### src/rtl/sm_pkg.sv
// Shared sign-magnitude helpers and the skid-buffer state type.
package sm_pkg;

  // Helpers work on 16-bit containers, which covers every supported width.
  localparam int SM_MAX_W = 16;

  typedef enum logic [1:0] {
    EMPTY = 2'd0,
    ONE   = 2'd1,
    TWO   = 2'd2
  } skid_state_e;

  // Most negative two's-complement value of a w-bit word: 1 followed by zeros.
  function automatic logic [SM_MAX_W-1:0] SM_MIN_TC(input int w);
    return SM_MAX_W'(1) << (w - 1);
  endfunction

  // Mask covering the w-1 magnitude bits.
  function automatic logic [SM_MAX_W-1:0] sm_mag_mask(input int w);
    return SM_MIN_TC(w) - SM_MAX_W'(1);
  endfunction

  // Saturated encoding of MIN: sign set, magnitude all ones.
  function automatic logic [SM_MAX_W-1:0] SM_SAT_VAL(input int w);
    return SM_MIN_TC(w) | sm_mag_mask(w);
  endfunction

  // Two's complement -> sign-magnitude. MIN saturates; negative zero cannot occur
  // because a negative input always has a nonzero magnitude.
  function automatic logic [SM_MAX_W-1:0] tc_to_sm(input logic [SM_MAX_W-1:0] x,
                                                   input int w);
    logic [SM_MAX_W-1:0] xm;
    logic [SM_MAX_W-1:0] mag;
    xm  = x & SM_SAT_VAL(w);
    mag = (~xm + SM_MAX_W'(1)) & sm_mag_mask(w);
    if ((xm & SM_MIN_TC(w)) == '0) begin
      return xm;
    end
    if (xm == SM_MIN_TC(w)) begin
      return SM_SAT_VAL(w);
    end
    return SM_MIN_TC(w) | mag;
  endfunction

  // Sign-magnitude -> two's complement. Negative zero decodes to zero.
  function automatic logic [SM_MAX_W-1:0] sm_to_tc(input logic [SM_MAX_W-1:0] x,
                                                   input int w);
    logic [SM_MAX_W-1:0] mag;
    mag = x & sm_mag_mask(w);
    if ((x & SM_MIN_TC(w)) == '0) begin
      return mag;
    end
    return (~mag + SM_MAX_W'(1)) & SM_SAT_VAL(w);
  endfunction

endpackage

### src/rtl/sm_skid_buf.sv
// Two-entry valid/ready skid buffer with registered in_ready, out_valid and out_data.
// The head slot drives out_data directly, so output is stable while stalled.
module sm_skid_buf
  import sm_pkg::*;
#(
  parameter int WIDTH = 8
) (
  input  logic             clk,
  input  logic             rst_n,
  input  logic             in_valid,
  output logic             in_ready,
  input  logic [WIDTH-1:0] in_data,
  output logic             out_valid,
  input  logic             out_ready,
  output logic [WIDTH-1:0] out_data
);

  skid_state_e      state_q, state_d;
  logic [WIDTH-1:0] head_q, head_d;
  logic [WIDTH-1:0] tail_q, tail_d;
  logic             out_valid_q, out_valid_d;
  logic             in_ready_q, in_ready_d;
  logic             push;
  logic             pop;

  assign push = in_valid && in_ready_q;
  assign pop  = out_valid_q && out_ready;

  // Next-state and slot updates; outputs are derived from the next state so they register cleanly.
  always_comb begin
    state_d = state_q;
    head_d  = head_q;
    tail_d  = tail_q;
    unique case (state_q)
      EMPTY: begin
        if (push) begin
          head_d  = in_data;
          state_d = ONE;
        end
      end
      ONE: begin
        if (push && pop) begin
          head_d = in_data;
        end else if (push) begin
          tail_d  = in_data;
          state_d = TWO;
        end else if (pop) begin
          state_d = EMPTY;
        end
      end
      TWO: begin
        // in_ready is low here, so only a drain can happen.
        if (pop) begin
          head_d  = tail_q;
          state_d = ONE;
        end
      end
      default: state_d = EMPTY;
    endcase
    out_valid_d = (state_d != EMPTY);
    in_ready_d  = (state_d != TWO);
  end

  // State register; reset empties both slots and holds in_ready low.
  always_ff @(posedge clk) begin
    if (!rst_n) begin
      state_q     <= EMPTY;
      head_q      <= '0;
      tail_q      <= '0;
      out_valid_q <= 1'b0;
      in_ready_q  <= 1'b0;
    end else begin
      state_q     <= state_d;
      head_q      <= head_d;
      tail_q      <= tail_d;
      out_valid_q <= out_valid_d;
      in_ready_q  <= in_ready_d;
    end
  end

  assign in_ready  = in_ready_q;
  assign out_valid = out_valid_q;
  assign out_data  = head_q;

endmodule

### src/rtl/sm_encoder_stream.sv
// Streaming two's-complement to sign-magnitude encoder with saturation tracking.
// Words are encoded on the way into the skid buffer; saturation is counted at acceptance.
module sm_encoder_stream
  import sm_pkg::*;
#(
  parameter int WIDTH = 8,
  parameter int CNT_W = 8
) (
  input  logic             clk,
  input  logic             rst_n,
  input  logic             in_valid,
  output logic             in_ready,
  input  logic [WIDTH-1:0] in_data,
  output logic             out_valid,
  input  logic             out_ready,
  output logic [WIDTH-1:0] out_data,
  output logic             sat_flag,
  output logic [CNT_W-1:0] sat_cnt,
  input  logic             sat_clr
);

  localparam logic [WIDTH-1:0] MIN_TC  = WIDTH'(SM_MIN_TC(WIDTH));
  localparam logic [CNT_W-1:0] CNT_MAX = '1;

  logic [WIDTH-1:0] enc_data;
  logic             accept;
  logic             sat_hit;
  logic             sat_flag_q, sat_flag_d;
  logic [CNT_W-1:0] sat_cnt_q, sat_cnt_d;

  assign enc_data = WIDTH'(tc_to_sm(SM_MAX_W'(in_data), WIDTH));
  assign accept   = in_valid && in_ready;
  assign sat_hit  = accept && (in_data == MIN_TC);

  sm_skid_buf #(
    .WIDTH(WIDTH)
  ) u_skid (
    .clk      (clk),
    .rst_n    (rst_n),
    .in_valid (in_valid),
    .in_ready (in_ready),
    .in_data  (enc_data),
    .out_valid(out_valid),
    .out_ready(out_ready),
    .out_data (out_data)
  );

  // Saturation bookkeeping: a saturating accept beats a simultaneous clear.
  always_comb begin
    sat_flag_d = sat_flag_q;
    sat_cnt_d  = sat_cnt_q;
    if (sat_clr) begin
      sat_flag_d = sat_hit;
      sat_cnt_d  = sat_hit ? CNT_W'(1) : '0;
    end else if (sat_hit) begin
      sat_flag_d = 1'b1;
      if (sat_cnt_q != CNT_MAX) begin
        sat_cnt_d = sat_cnt_q + CNT_W'(1);
      end
    end
  end

  // Saturation registers.
  always_ff @(posedge clk) begin
    if (!rst_n) begin
      sat_flag_q <= 1'b0;
      sat_cnt_q  <= '0;
    end else begin
      sat_flag_q <= sat_flag_d;
      sat_cnt_q  <= sat_cnt_d;
    end
  end

  assign sat_flag = sat_flag_q;
  assign sat_cnt  = sat_cnt_q;

endmodule

### config.mk
export PLATFORM = sky130hd
export DESIGN_NAME = sm_encoder_stream
export DESIGN_NICKNAME = d
export VERILOG_FILES = /design/src/rtl/sm_pkg.sv /design/src/rtl/sm_skid_buf.sv /design/src/rtl/sm_encoder_stream.sv
export SDC_FILE = /design/constraint.sdc
export NUM_CORES = 1
export LEC_CHECK = 0
export ABC_AREA = 1
export CAP_MARGIN = 15
export CORE_MARGIN = 3
export CORE_UTILIZATION = 50
export CTS_CLUSTER_DIAMETER = 150
export DETAILED_ROUTE_END_ITERATION = 10
export PLACE_DENSITY = 0.78
export SLEW_MARGIN = 40
export SYNTH_ARGS = -nofsm -noshare
export SYNTH_HDL_FRONTEND = slang
export SYNTH_SLANG_ARGS = --single-unit
export TNS_END_PERCENT = 30
### constraint.sdc
create_clock -name clk -period 1.5 [get_ports clk]
set_input_delay 0.3 -clock clk [delete_from_list [all_inputs] [get_ports clk]]
set_output_delay 0.3 -clock clk [all_outputs]
set_load 0.02 [all_outputs]
After elaboration in Yosys (flattened, before gate mapping)
Cells that the tools add are included.
{"block": "classes", "n_addsub": 2, "multipliers": 0, "div": 0, "magnitude_cmp": 0, "n_eq_ne": 8, "n_shift": 0, "mux": 23, "bitwise": 2, "n_reduce_logical": 13}
{"cell": "2-to-1 mux 8 bit", "count": 10}
{"cell": "one-hot mux 8 bit (3 select lines)", "count": 1}
{"cell": "logical NOT 16 bit", "count": 1}
{"cell": "2-to-1 mux 2 bit", "count": 5}
{"cell": "adder 8 x 1 -> 8 bit (second input constant)", "count": 1}
{"cell": "== test 8 bit (second input constant)", "count": 1}
{"cell": "inequality test 8 bit (second input constant)", "count": 1}
{"cell": "adder 7 x 1 -> 7 bit (second input constant)", "count": 1}
{"cell": "NOT 7 bit", "count": 1}
{"cell": "2-to-1 mux 1 bit", "count": 6}
{"cell": "one-hot mux 2 bit (3 select lines)", "count": 1}
{"cell": "nonzero test 2 bit", "count": 3}
{"cell": "logical AND 1 bit", "count": 4}
{"cell": "inequality test 2 x 1 -> 1 bit (second input constant)", "count": 2}
{"cell": "inequality test 2 bit (second input constant)", "count": 2}
{"cell": "AND reduction 4 bit", "count": 1}
{"cell": "AND reduction 3 bit", "count": 1}
{"cell": "nonzero test 3 bit", "count": 1}
{"cell": "== test 2 x 1 -> 1 bit (second input constant)", "count": 1}
{"cell": "== test 2 bit (second input constant)", "count": 1}
{"cell": "logical NOT 2 bit", "count": 1}
{"cell": "AND reduction 2 bit", "count": 1}
{"cell": "NOT 1 bit", "count": 1}
{"block": "word_totals", "regBits": 29, "latchBits": 0, "mem_bits_rw": 0, "mem_bits_ro": 0, "input_bits": 13, "out_inout_bits": 19, "elab_cells": 55, "mem_count": 0}

Logic depth before layout (Yosys ltp)
Gate-level depths: netlist of run 1.
{"block": "logic_depth", "depth_word": 7, "ltp_mapped": 11, "mapped_depth_nobuf": 11}

Modules after synthesis
From an unflattened synthesis of run 1, not the netlist that was laid out.
{"block": "hier_totals", "cells_unflattened": 270, "area_unflattened_um2": 1744.2}
{"mod": "sm_skid_buf", "instances": 1, "cells_each": 144, "area_each_um2": 983.4, "seq_area_each_um2": 400.4}
{"mod": "sm_encoder_stream", "instances": 1, "cells_each": 126, "area_each_um2": 760.7, "seq_area_each_um2": 180.2}

Worst setup path before layout of run 1
Ideal clock, no wire load.
{"block": "synth_path", "path_type": "register to register", "from": "reg sat_cnt_q[0], in the netlist sat_cnt[0]", "to": "reg sat_cnt_q[6], in the netlist sat_cnt[6]", "setup_time_ns": 0.117, "arrival_time_ns": 1.265, "slack_ns": 0.118, "path_stages_with_launch": 9, "period_less_slack_ns": 1.382, "path_cell_list": "dfxtp_1 -> ha_1 -> nand2_2 -> nor2_4 -> nand2_1 -> nor2_1 -> nand2_1 -> nand2_1 -> a21oi_1"}
{"block": "synth_via", "elab_chain_len": 4, "word_cells_on_any_way": 7}
{"element": "start, declared", "line": "sm_encoder_stream.sv:29", "source": "logic [CNT_W-1:0] sat_cnt_q, sat_cnt_d;"}
{"element": "start signal, assigned", "line": "sm_encoder_stream.sv:70", "source": "sat_cnt_q <= sat_cnt_d;"}
{"element": "adder 8 x 1 -> 8 bit", "line": "sm_encoder_stream.sv:58", "source": "sat_cnt_d = sat_cnt_q + CNT_W'(1);"}
{"element": "2-to-1 mux 8 bit", "line": "sm_encoder_stream.sv:57", "source": "if (sat_cnt_q != CNT_MAX) begin"}
{"element": "2-to-1 mux 8 bit", "line": "sm_encoder_stream.sv:55", "source": "end else if (sat_hit) begin"}
{"element": "2-to-1 mux 8 bit", "line": "sm_encoder_stream.sv:52", "source": "if (sat_clr) begin"}
Parallel ways exist; a longest one is shown, timed or not. The select of a mux whose other input is x is not followed.
A chain may end at the register's enable or synchronous reset.

Worst setup path in the final report of run 1
{"block": "layout_path", "from": "reg sat_cnt_q[0], in the netlist sat_cnt[0]", "to": "out sat_cnt[0]"}
{"element": "end, declared", "line": "sm_encoder_stream.sv:18", "source": "output logic [CNT_W-1:0] sat_cnt,"}
No word-level cell between the ends.

==> run_results.csv, run 1 <==
group,metric,value,unit
timing,hold_ws,0.451,ns
route,routed_wl,3830,um
logic_synthesis,synth_top_area_share,37.6,%
finish,drive_gt1_share,21.0,%
logic_synthesis,seq_area_frac_synth,37.6,%
power_and_ir_drop,peakVddDrop,734,uV
logic_synthesis,ys_warn_count,0,
logic_synthesis,netlist_top_cells_area,"dfxtp_1 (38%), nand2_1 (12%), a21oi_1 (7.1%)",
finish,final_util,75.0,%
global_route,antenna_found_initial,0,
logic_synthesis,synth_seq_cells,29,
clock_network,clk_pin_slew_worst_paths,0.10,ns
global_route,grt_max_degree,19,
critical_path,critPathMaxFanout,5,
finish,num_antenna_cells,0,
place,dp_cells,304,
clock_network,ctsHoldBuffers,0,
route,antenna_left,0,
finish,final-instance-count-excl-fill,312,
critical_path,cp_cell_sequence,"dlygate4sd2_1",
critical_path,crit_type,"flop to primary output",
route,drt-pass1-iter-count,4,
floorplanning,die_x,61.6,um
timing,fmax,713,MHz
finish,final_common_cell,"nand2_1",
floorplanning,coreArea,2850,um2
floorplanning,fp.dieArea,3790,um2
floorplanning,rows,19,
critical_path,worstSetupStartpointType,"flop",
critical_path,worst_path_largest_cell_delay,0.41,ns
timing,slew_headroom,83.3,%
clock_network,cts_max_level,2,
critical_path,cpMaxStageDelayCell,"dfxtp_1",
min_path,hold_path.class,"input pin to flop",
route,wire_per_inst,12.3,um
timing,skew,0.0104,ns
place,place.gp.congestion,0.983,
min_path,min_from,"in_data[1]",
finish,fill_cells,248,
place,io_buffers,31,
finish,layout_common_cells,"nand2_1 (48), dfxtp_1 (29), nor2_1 (27)",
power_and_ir_drop,leakagePower,1.04,nW
timing,finalCritPeriodShare,93.5,%
clock_network,cts.sinks,29,
place,post-place-ws,-0.335,ns
timing,tns,0,ns
place,place_hpwl,2830,um
route,drt_iter0_markers,92,
route,route.detailed.drc,0,
timing,setup_viol,0,
route,vias_per_cell,5.25,
logic_synthesis,syn_inst,222,
route,via_count,1639,
critical_path,endpoint_kind,"primary output",
critical_path,critPathTopFamily,"flip-flops",
logic_synthesis,synth.distinct_cells,29,
logic_synthesis,syn-num-nets,237,
floorplanning,initial_core_util,54.2,%
job,drv_cap,0,
clock_network,cts_root_buf,"clkbuf_4",
finish,final_nets,296,
timing,tightest_slew,0.250,ns
finish,area_growth,38.5,%
floorplanning,die_h,61.6,um
timing,rsz0062_at_grt,"no",
logic_synthesis,synth_top_area_cell,"dfxtp_1",
timing,slew_violations,0,
power_and_ir_drop,power.density,849,nW/um2
critical_path,required,1.20,ns
clock_network,cts_tree,"built",
critical_path,r2r-start,"sat_cnt[0]$_SDFFE_PN0P_",
global_route,grt_pass1_vias,1480,
logic_synthesis,syn_area_per_cell,6.96,um2
global_route,grt_pass1_wl,6510,um
critical_path,crit_buf_inv,1,
global_route,grt_usage,23.6,%
logic_synthesis,synth_area,1550,um2
critical_path,cp-startpoint,"sat_cnt[0]$_SDFFE_PN0P_",
timing,hold_viol,0,
timing,fin_ws,0.0976,ns
critical_path,cp.arrival,1.10,ns
clock_network,cts_buffers,5,
global_route,overflow,0,
floorplanning,io_pins,32,
outcome,status,"finished clean",
timing,final.min_clock_period,1.40,ns
clock_network,clk-insertion-delay-late,0.35,ns
clock_network,cts_buffer_depth,2,
[cells by family (layout without fill, tap and decap cells)]
family          count (synthesis)  count (layout)  synth area share [%]
compound gates                 48              48                  16.2
fa+ha+maj                       2               2                  1.62
simple gates                  112             112                  35.7
xor+xnor                        1               1                 0.567
buf+inv                        30              89                  8.34
flops                          29              29                  37.6
[synth_stat cells, drive strengths merged]
| library cell | number |
|---|---|
| nand3 | 19 |
| nor3b | 1 |
| dfxtp | 29 |
| o21ai | 22 |
| nand2 | 57 |
| o211ai | 1 |
| ha | 2 |
| a21oi | 22 |
| clkinv | 1 |
| a31oi | 3 |
| xor2 | 1 |
| buf | 5 |
| nor2 | 31 |
| nand4 | 4 |
| inv | 24 |
[flip-flops by register name (all words and copies together), names as in the netlist]
register	cells
u_skid.out_data	8
sat_cnt	8
u_skid.out_valid	1
u_skid.in_ready	1
sat_flag	1
u_skid.tail_q	8
u_skid.state_q	2
[path summary, 6_finish.rpt]
kind / to / slack, ns / depth (start not counted)
setup / recovery: sat_cnt[0] / 0.1 / 1
hold / removal: u_skid.out_data[1]$_SDFFE_PN0P_ / 0.45 / 5
setup reg to reg: sat_cnt[2]$_SDFFE_PN0P_ / 0.12 / 7
hold reg to reg: sat_flag$_SDFFE_PN0P_ / 0.49 / 2
[through the flow]
step,power (mW),cell area [um2]
floorplan,1.05,1550
global placement,1.22,2060
detailed placement,1.22,2060
CTS,1.82,2110
global route,1.90,2140
finish,1.82,2140
[power breakdown]
group          switching [mW]  internal, mW  total, mW
clock                   0.285         0.339      0.624
combinational           0.206         0.154      0.360
sequential             0.0215         0.811      0.833
[area by class of cell]
type	count	area, um2	share of cell area (%)
clock buffer	5	37.5	1.75
clock inverter	2	35.0	1.64
inverter	25	96.3	4.50
multi-input combinational	163	856	40.0
sequential	29	581	27.1
tap	31	38.8	1.81
timing repair buffer	57	497	23.2
[routing by layer]
| metal | up-vias | global-route usage (%) | wire [um] |
|---|---|---|---|
| met5 | - | 0 | 0 |
| met4 | 0 | 13.3 | 103 |
| met3 | 11 | 5.66 | 236 |
| met2 | 54 | 37.2 | 1780 |
| met1 | 735 | 29.3 | 1710 |
| li1 | 839 | - | - |
[repair_timing]
action | in CTS | in global routing
pin swaps | 0 | 3
setup endpoints to repair | 19 | 9
resized for setup | 19 | 6
setup buffers | 0 | 1
Note: power is estimated with default switching activity, not from simulation.
==> inputs of run 2 (changes only) <==
CTS_CLUSTER_DIAMETER = 40   (was 150)
==> results of run 2 <==
Final layout, timing and power as in run 1 (identical DEF).
==> inputs of run 3 (changes only) <==
HOLD_SLACK_MARGIN = 0.03   (was default)
==> results of run 3 <==
Final layout, timing and power as in run 1 (identical DEF).
